**src/rtl/yutorina_if_stage_pkg.sv**
```systemverilog
// Shared definitions for the instruction-fetch stage: IF state encoding and
// active-low enable levels.
package yutorina_if_stage_pkg;
   localparam logic ENABLE_  = 1'b0;
   localparam logic DISABLE_ = 1'b1;

   typedef enum logic [1:0] {
      IF_STATE_REQ  = 2'd0,
      IF_STATE_HOLD = 2'd1,
      IF_STATE_DROP = 2'd2
   } if_state_e;
endpackage

```
**src/rtl/yutorina_if_stage_if.sv**
```systemverilog
// Instruction bus between the fetch stage (master) and the interconnect (slave).
// All control strobes are active-low.
interface yutorina_if_stage_if #(
   parameter int ADDR_W = 30,
   parameter int DATA_W = 32
);
   logic              req_;
   logic [ADDR_W-1:0] addr;
   logic              rdy_;
   logic [DATA_W-1:0] rd_data;

   modport master (output req_, addr, input rdy_, rd_data);
   modport slave  (input req_, addr, output rdy_, rd_data);
endinterface

```
**src/rtl/yutorina_if_stage.sv**
```systemverilog
// Instruction-fetch stage: owns the PC, issues word reads, skids one word
// under stall and drains a stale bus transaction after a redirect.
module yutorina_if_stage
   import yutorina_if_stage_pkg::*;
#(
   parameter int                ADDR_W   = 30,
   parameter int                DATA_W   = 32,
   parameter logic [ADDR_W-1:0] RESET_PC = '0
) (
   input  logic                clk,
   input  logic                rst,
   input  logic                stall,
   input  logic                flush,
   input  logic [ADDR_W-1:0]   new_pc,
   input  logic                br_taken,
   input  logic [ADDR_W-1:0]   br_addr,
   yutorina_if_stage_if.master bus,
   output logic                if_en_,
   output logic [ADDR_W-1:0]   if_pc,
   output logic [DATA_W-1:0]   if_insn
);
   if_state_e         state;
   logic [ADDR_W-1:0] pc;
   logic [ADDR_W-1:0] req_addr;
   logic [ADDR_W-1:0] skid_pc;
   logic [DATA_W-1:0] skid_insn;

   logic              rdy;
   logic              redirect;
   logic [ADDR_W-1:0] target;
   logic [ADDR_W-1:0] next_addr;

   assign rdy       = (bus.rdy_ == ENABLE_);
   // A branch only counts when ID actually holds a valid, unstalled instruction.
   assign redirect  = flush || (br_taken && !stall && (if_en_ == ENABLE_));
   assign target    = flush ? new_pc : br_addr;
   assign next_addr = req_addr + ADDR_W'(1);

   // Released combinationally in reset so a pending transaction is abandoned at once.
   assign bus.req_  = (rst || state == IF_STATE_HOLD) ? DISABLE_ : ENABLE_;
   assign bus.addr  = req_addr;

   always_ff @(posedge clk) begin
      if (rst) begin
         state     <= IF_STATE_REQ;
         pc        <= RESET_PC;
         req_addr  <= RESET_PC;
         skid_pc   <= '0;
         skid_insn <= '0;
         if_en_    <= DISABLE_;
         if_pc     <= '0;
         if_insn   <= '0;
      end else begin
         case (state)
            IF_STATE_REQ: begin
               if (redirect) begin
                  pc     <= target;
                  if_en_ <= DISABLE_;
                  if (rdy) req_addr <= target;
                  else     state    <= IF_STATE_DROP;
               end else if (rdy) begin
                  pc <= next_addr;
                  if (stall) begin
                     skid_pc   <= req_addr;
                     skid_insn <= bus.rd_data;
                     state     <= IF_STATE_HOLD;
                  end else begin
                     if_en_   <= ENABLE_;
                     if_pc    <= req_addr;
                     if_insn  <= bus.rd_data;
                     req_addr <= next_addr;
                  end
               end else if (!stall) begin
                  if_en_ <= DISABLE_;
               end
            end
            IF_STATE_HOLD: begin
               if (redirect) begin
                  pc       <= target;
                  req_addr <= target;
                  if_en_   <= DISABLE_;
                  state    <= IF_STATE_REQ;
               end else if (!stall) begin
                  if_en_   <= ENABLE_;
                  if_pc    <= skid_pc;
                  if_insn  <= skid_insn;
                  req_addr <= pc;
                  state    <= IF_STATE_REQ;
               end
            end
            IF_STATE_DROP: begin
               if (redirect) pc <= target;
               if (redirect || !stall) if_en_ <= DISABLE_;
               // Stale data is discarded; the next request uses the latest target.
               if (rdy) begin
                  req_addr <= redirect ? target : pc;
                  state    <= IF_STATE_REQ;
               end
            end
            default: state <= IF_STATE_REQ;
         endcase
      end
   end
endmodule

```
**src/flat_wrapper.sv**
```systemverilog
// flat-port wrapper written by rule: the top's interface ports become plain ports
module yutorina_if_stage_flat import yutorina_if_stage_pkg::*;
#(
   parameter int                ADDR_W   = 30,
   parameter int                DATA_W   = 32,
   parameter logic [ADDR_W-1:0] RESET_PC = '0
)
  (clk, rst, stall, flush, new_pc, br_taken, br_addr, if_en_, if_pc, if_insn, bus_req_, bus_addr, bus_rdy_, bus_rd_data);
  yutorina_if_stage_if #(.ADDR_W(ADDR_W), .DATA_W(DATA_W)) bus_i ();
  input  logic clk;
  input  logic rst;
  input  logic stall;
  input  logic flush;
  input  logic [ADDR_W-1:0] new_pc;
  input  logic br_taken;
  input  logic [ADDR_W-1:0] br_addr;
  output logic if_en_;
  output logic [ADDR_W-1:0] if_pc;
  output logic [DATA_W-1:0] if_insn;
  output wire logic [$bits(bus_i.req_)-1:0] bus_req_;
  output wire logic [$bits(bus_i.addr)-1:0] bus_addr;
  input wire logic [$bits(bus_i.rdy_)-1:0] bus_rdy_;
  input wire logic [$bits(bus_i.rd_data)-1:0] bus_rd_data;
  assign bus_req_ = bus_i.req_;
  assign bus_addr = bus_i.addr;
  assign bus_i.rdy_ = bus_rdy_;
  assign bus_i.rd_data = bus_rd_data;
  yutorina_if_stage #(.ADDR_W(ADDR_W), .DATA_W(DATA_W), .RESET_PC(RESET_PC)) u_core (.clk(clk), .rst(rst), .stall(stall), .flush(flush), .new_pc(new_pc), .br_taken(br_taken), .br_addr(br_addr), .bus(bus_i), .if_en_(if_en_), .if_pc(if_pc), .if_insn(if_insn));
endmodule
```
**config.mk**
```make
export PLATFORM = sky130hd
export DESIGN_NAME = yutorina_if_stage_flat
export DESIGN_NICKNAME = d
export VERILOG_FILES = /design/src/rtl/yutorina_if_stage_pkg.sv /design/src/rtl/yutorina_if_stage_if.sv /design/src/rtl/yutorina_if_stage.sv /design/src/flat_wrapper.sv
export SDC_FILE = /design/constraint.sdc
export NUM_CORES = 1
export LEC_CHECK = 0
export ABC_AREA = 1
export CAP_MARGIN = 20
export CORE_ASPECT_RATIO = 0.75
export CORE_MARGIN = 5
export CORE_UTILIZATION = 25
export CTS_BUF_LIST = sky130_fd_sc_hd__clkbuf_4
export CTS_CLUSTER_DIAMETER = 120
export DETAILED_ROUTE_END_ITERATION = 7
export GPL_ROUTABILITY_DRIVEN = 0
export GPL_TIMING_DRIVEN = 0
export SYNTH_ARGS = -nofsm -noshare
export SYNTH_HDL_FRONTEND = slang
export SYNTH_SLANG_ARGS = --single-unit
```
**constraint.sdc**
```tcl
create_clock -name clk -period 1.8 [get_ports clk]
set_input_delay 0.36 -clock clk [delete_from_list [all_inputs] [get_ports clk]]
set_output_delay 0.36 -clock clk [all_outputs]
set_load 0.05 [all_outputs]
```
# Yosys cells after proc, flatten, opt, wreduce, memory -nomap -nowiden
# Index checks and enable logic that the tools add are counted.
# W data, S select, Z words.
# word_totals
ff_bits	187
input_bits	98
out_inout_bits	94
elab_cells	85
# classes
n_addsub	1
n_eq_ne	15
mux	41
bitwise	3
n_reduce_logical	17
# op_table
operator	n
$mux W30	16
$mux W32	5
$pmux W30 S2	2
$pmux W30 S3	1
$pmux W32 S2	1
$add A30 B1 Y30 const B	1
$mux W2	7
$ne A2 B2 Y1 const B	6
$reduce_and A5 Y1	2
$ne A3 B2 Y1 const B	3
$mux W1	7
$ne A3 B3 Y1 const B	2
$pmux W2 S3	1
$reduce_and A6 Y1	1
$ne A4 B3 Y1 const B	1
$reduce_and A4 Y1	1
$reduce_bool A2 Y1	2
$logic_or A1 B1 Y1	3
$not A1 Y1	3
$pmux W1 S3	1
$reduce_and A3 Y1	1
$reduce_bool A3 Y1	1
$eq A2 B1 Y1 const B	1
$eq A2 B2 Y1 const B	1
other kinds (6)	7

# Logic depth before layout (Yosys ltp)
# logic_depth
depth_word	7
ltp_mapped	12
mapped_depth_nobuf	12

# Least setup slack after synthesis
# Ideal clock, no wire load.
# synth_path
path_type	reg-to-output
start	reg u_core.state[1]
end	out bus_req_
arrival_time_ps	1594
t_required_ps	1440
setup_slack_ps	-154
path_stages_with_launch	8
path_buffers	3
cell_sequence	dfxtp_1 -> inv_1 -> ha_1 -> buf_2 -> inv_1 -> buf_2 -> buf_1 -> nand2_1
# synth_between
elab_chain_cells	3
# synth_rtl
item	line_no	source
start, declared	yutorina_if_stage.sv:22	if_state_e state;
start signal, assigned	yutorina_if_stage.sv:45	state <= IF_STATE_REQ;
start signal, assigned	yutorina_if_stage.sv:60	else state <= IF_STATE_DROP;
start signal, assigned	yutorina_if_stage.sv:66	state <= IF_STATE_HOLD;
$eq A2 B1 Y1	yutorina_if_stage.sv:40	assign bus.req_ = (rst || state == IF_STATE_HOLD) ? DISABLE_ : ENABLE_;
$logic_or A1 B1 Y1	yutorina_if_stage.sv:40	
$mux W1	yutorina_if_stage.sv:40	
end, declared	flat_wrapper.sv:20	output wire logic [$bits(bus_i.req_)-1:0] bus_req_;
# No other way between the ends.

# Worst setup path after layout
# Ends and elaborated chain as after synthesis.

==> impl_metrics.json <==
{
  "grt_antenna_before_repair": 1,
  "start_util_pct": 25.5,
  "drcViolationCount": 0,
  "h-tree-depth": 4,
  "die_w_um": 228,
  "fillerInstances": 3701,
  "synth-seq-cells": 187,
  "area_growth_pct": 45.3,
  "period_minus_slack_ps": 1890,
  "worst-setup-path-type": "flop to output pin",
  "rsz0062_at_grt": "yes",
  "hpwlAfterDp_um": 27600,
  "fin_nets": 1663,
  "leakage_nw": 5.24,
  "die-area_um2": 39400,
  "first_pass_iters": 6,
  "coreArea_um2": 34800,
  "critical_path.startpoint": "u_core.state[1]",
  "grt_pass1_wl_um": 54100,
  "gr-total-overflow": 0,
  "fin_skew_ps": 29.1,
  "setup_viol": 67,
  "crit_fanout": 4,
  "critPathRequiredTime_ps": 1440,
  "rr_startpoint": "u_core.state[1]",
  "clk_path_buf_depth": 2,
  "postSynthCellCount": 1308,
  "yosys_warnings": 0,
  "syn_nets": 1412,
  "syn_area_um2": 8880,
  "p_per_area_nw_per_um2": 1180,
  "synth.avg_cell_area_um2": 6.79,
  "violations": "negative setup slack",
  "maxSlewViolCount": 0,
  "cp-start-kind": "flop",
  "yosys.area.top_type": "dfxtp_1",
  "routed_wl_um": 37400,
  "clock_latency_ps": 630,
  "vias": 10168,
  "ir_worst_vdd_v": 0.000618,
  "endpoint_kind": "output pin",
  "rows": 59,
  "post-synth-top-area-fraction_pct": 42.2,
  "max_slew_margin_pct": 47.2,
  "drive_gt1_share_pct": 22.6,
  "cts_tree": "built",
  "finalCritPeriodShare_pct": 105,
  "max_freq_mhz": 529,
  "cts_buffers": 17,
  "postCtsHoldBufs": 0,
  "max_stage_delay_ps": 360,
  "hp-class": "input pin to flop",
  "stdcell_area_um2": 12900,
  "clk_pin_slew_ps": 170,
  "final_cells": 2030,
  "ys_top_cells_by_area": "dfxtp_1 42%, nand2_1 13%, o21ai_0 11%",
  "cts-root-buf": "clkbuf_4",
  "io_pins": 192,
  "grt_max_degree": 17,
  "detail_route.wl_per_cell_um": 18.4,
  "synth_cell_type_count": 34,
  "yosysSeqAreaShare_pct": 42.2,
  "dpl_worst_slack_ps": -1090,
  "grt_util_all_layers_pct": 17.5,
  "setup_slack_ps": -90.2,
  "portBuffers": 191,
  "viasPerCell": 5.01,
  "p_total_mw": 15.2,
  "path_cells": "inv_2, ha_4, clkinv_4, nand2_4, buf_8",
  "holdCritStartpoint": "rst",
  "critPathSlowestCell": "dfxtp_2",
  "status": "finished with violations",
  "worst_pin_slew_ps": 793,
  "max_cap_violations": 0,
  "postPlaceCellArea_um2": 11400,
  "report.final.hold_viol_count": 0,
  "arrival_ps": 1530,
  "grt_pass1_vias": 9487,
  "ant_nets": 0,
  "placedCellCount": 1956,
  "cts.sink_count": 187,
  "drt_iter0_markers": 963,
  "fp.dieH_um": 173
}
[cell usage in the layout (no fill, tap or decap), types with 31 or more instances in the layout]
cell / instances
clkdlybuf4s50_1: 96
clkbuf_4: 31
a31oi_1: 61
a21oi_1: 98
o21ai_0: 154
dfxtp_1: 158
nor2_1: 151
inv_1: 78
buf_4: 45
nand2_1: 290
buf_2: 45
nand3_1: 51
[what timing repair did]
item / 4_1_cts / 5_1_grt
buffers inserted: 12 / 18
endpoints found under the setup margin: 279 / 221
gates resized for setup: 457 / 259
cloned: 0 / 16
pin swaps: 2 / 10
[final cells by class]
| type | count | area, µm² | share of cell area [%] |
|---|---|---|---|
| inverter | 93 | 379 | 2.94 |
| timing repair inverter | 1 | 6.26 | 0.0485 |
| sequential | 187 | 3810 | 29.6 |
| multi-input combinational | 939 | 4810 | 37.3 |
| buffer | 84 | 636 | 4.93 |
| clock inverter | 10 | 140 | 1.09 |
| clock buffer | 22 | 165 | 1.28 |
| timing repair buffer | 236 | 2370 | 18.4 |
| antenna | 1 | 2.50 | 0.0194 |
| tap | 457 | 572 | 4.43 |
[worst max-delay path, delay by kind of cell (launching register included)]
family / cells / cell delay [ps]
flip-flops: 1 / 360
AND/OR/NAND/NOR: 1 / 70
buffers and inverters: 3 / 300
adder cells (fa/ha/maj): 1 / 170
[where the power goes]
group	total [mW]	internal, mW	switching (mW)
sequential	5.64	4.89	0.757
combinational	7.01	2.50	4.51
clock	2.59	1.05	1.55
[metal layers]
layer / vias to the layer above / share of wire (%) / GRT usage, % / wire length [µm]
met3: 25 / 9.9 / 4.69 / 3690
met4: 0 / 1.1 / 4.06 / 421
met1: 4811 / 47 / 25.6 / 17400
met5: - / 0 / 0 / 0
li1: 4868 / - / - / -
met2: 464 / 42 / 25.7 / 15900
[synthesized netlist by cell type (all sizes together)]
master    n
clkbuf   45
a211oi    2
inv      93
o31ai     2
nand2   302
a31oi    74
ha        6
nand4     4
o21a      1
or2       6
o211ai    9
dfxtp   187
nand3    55
a21oi   104
xor2      4
o311ai    1
nor3      2
o21ai   197
nor2    170
buf      44
[stage by stage]
step / hold slack (ps) / setup TNS (ps) / util, %
after detailed placement: 465 / -114760 / 32.6
final: 118 / -2510 / 37.0
after global routing: 99.4 / -9800 / 37.0
after floorplan: 447 / -59.4 / -
after CTS: 295 / -5690 / 34.3
after global placement: 458 / -115120 / 32.6
[state kept, by name, summed over array words and instances (netlist names)]
register / cells
u_core.pc: 30
u_core.state: 2
u_core.bus.addr: 30
u_core.skid_insn: 32
u_core.if_pc: 30
u_core.skid_pc: 30
u_core.if_insn: 32
u_core.if_en_: 1
[cells by family (layout without fill, tap and decap cells)]
group | count (synthesis) | after routing | share of synthesized area [%]
flops | 187 | 187 | 42.2
fa+ha+maj | 6 | 6 | 0.846
other cells | 0 | 1 | 0
xor+xnor | 4 | 4 | 0.395
buf+inv | 182 | 446 | 8.56
compound gates | 390 | 390 | 23.5
simple gates | 539 | 539 | 24.5
[path summary, 6_finish.rpt]
kind / endpoint / slack [ps] / depth (start not counted)
worst max register to register: u_core.if_pc[23] / -90 / 12
worst min register to register: u_core.if_pc[8] / 480 / 2
worst min-delay path: u_core.pc[3] / 120 / 4
worst max-delay path: bus_req_ / -90 / 5
(Power assumes the default switching activity.)
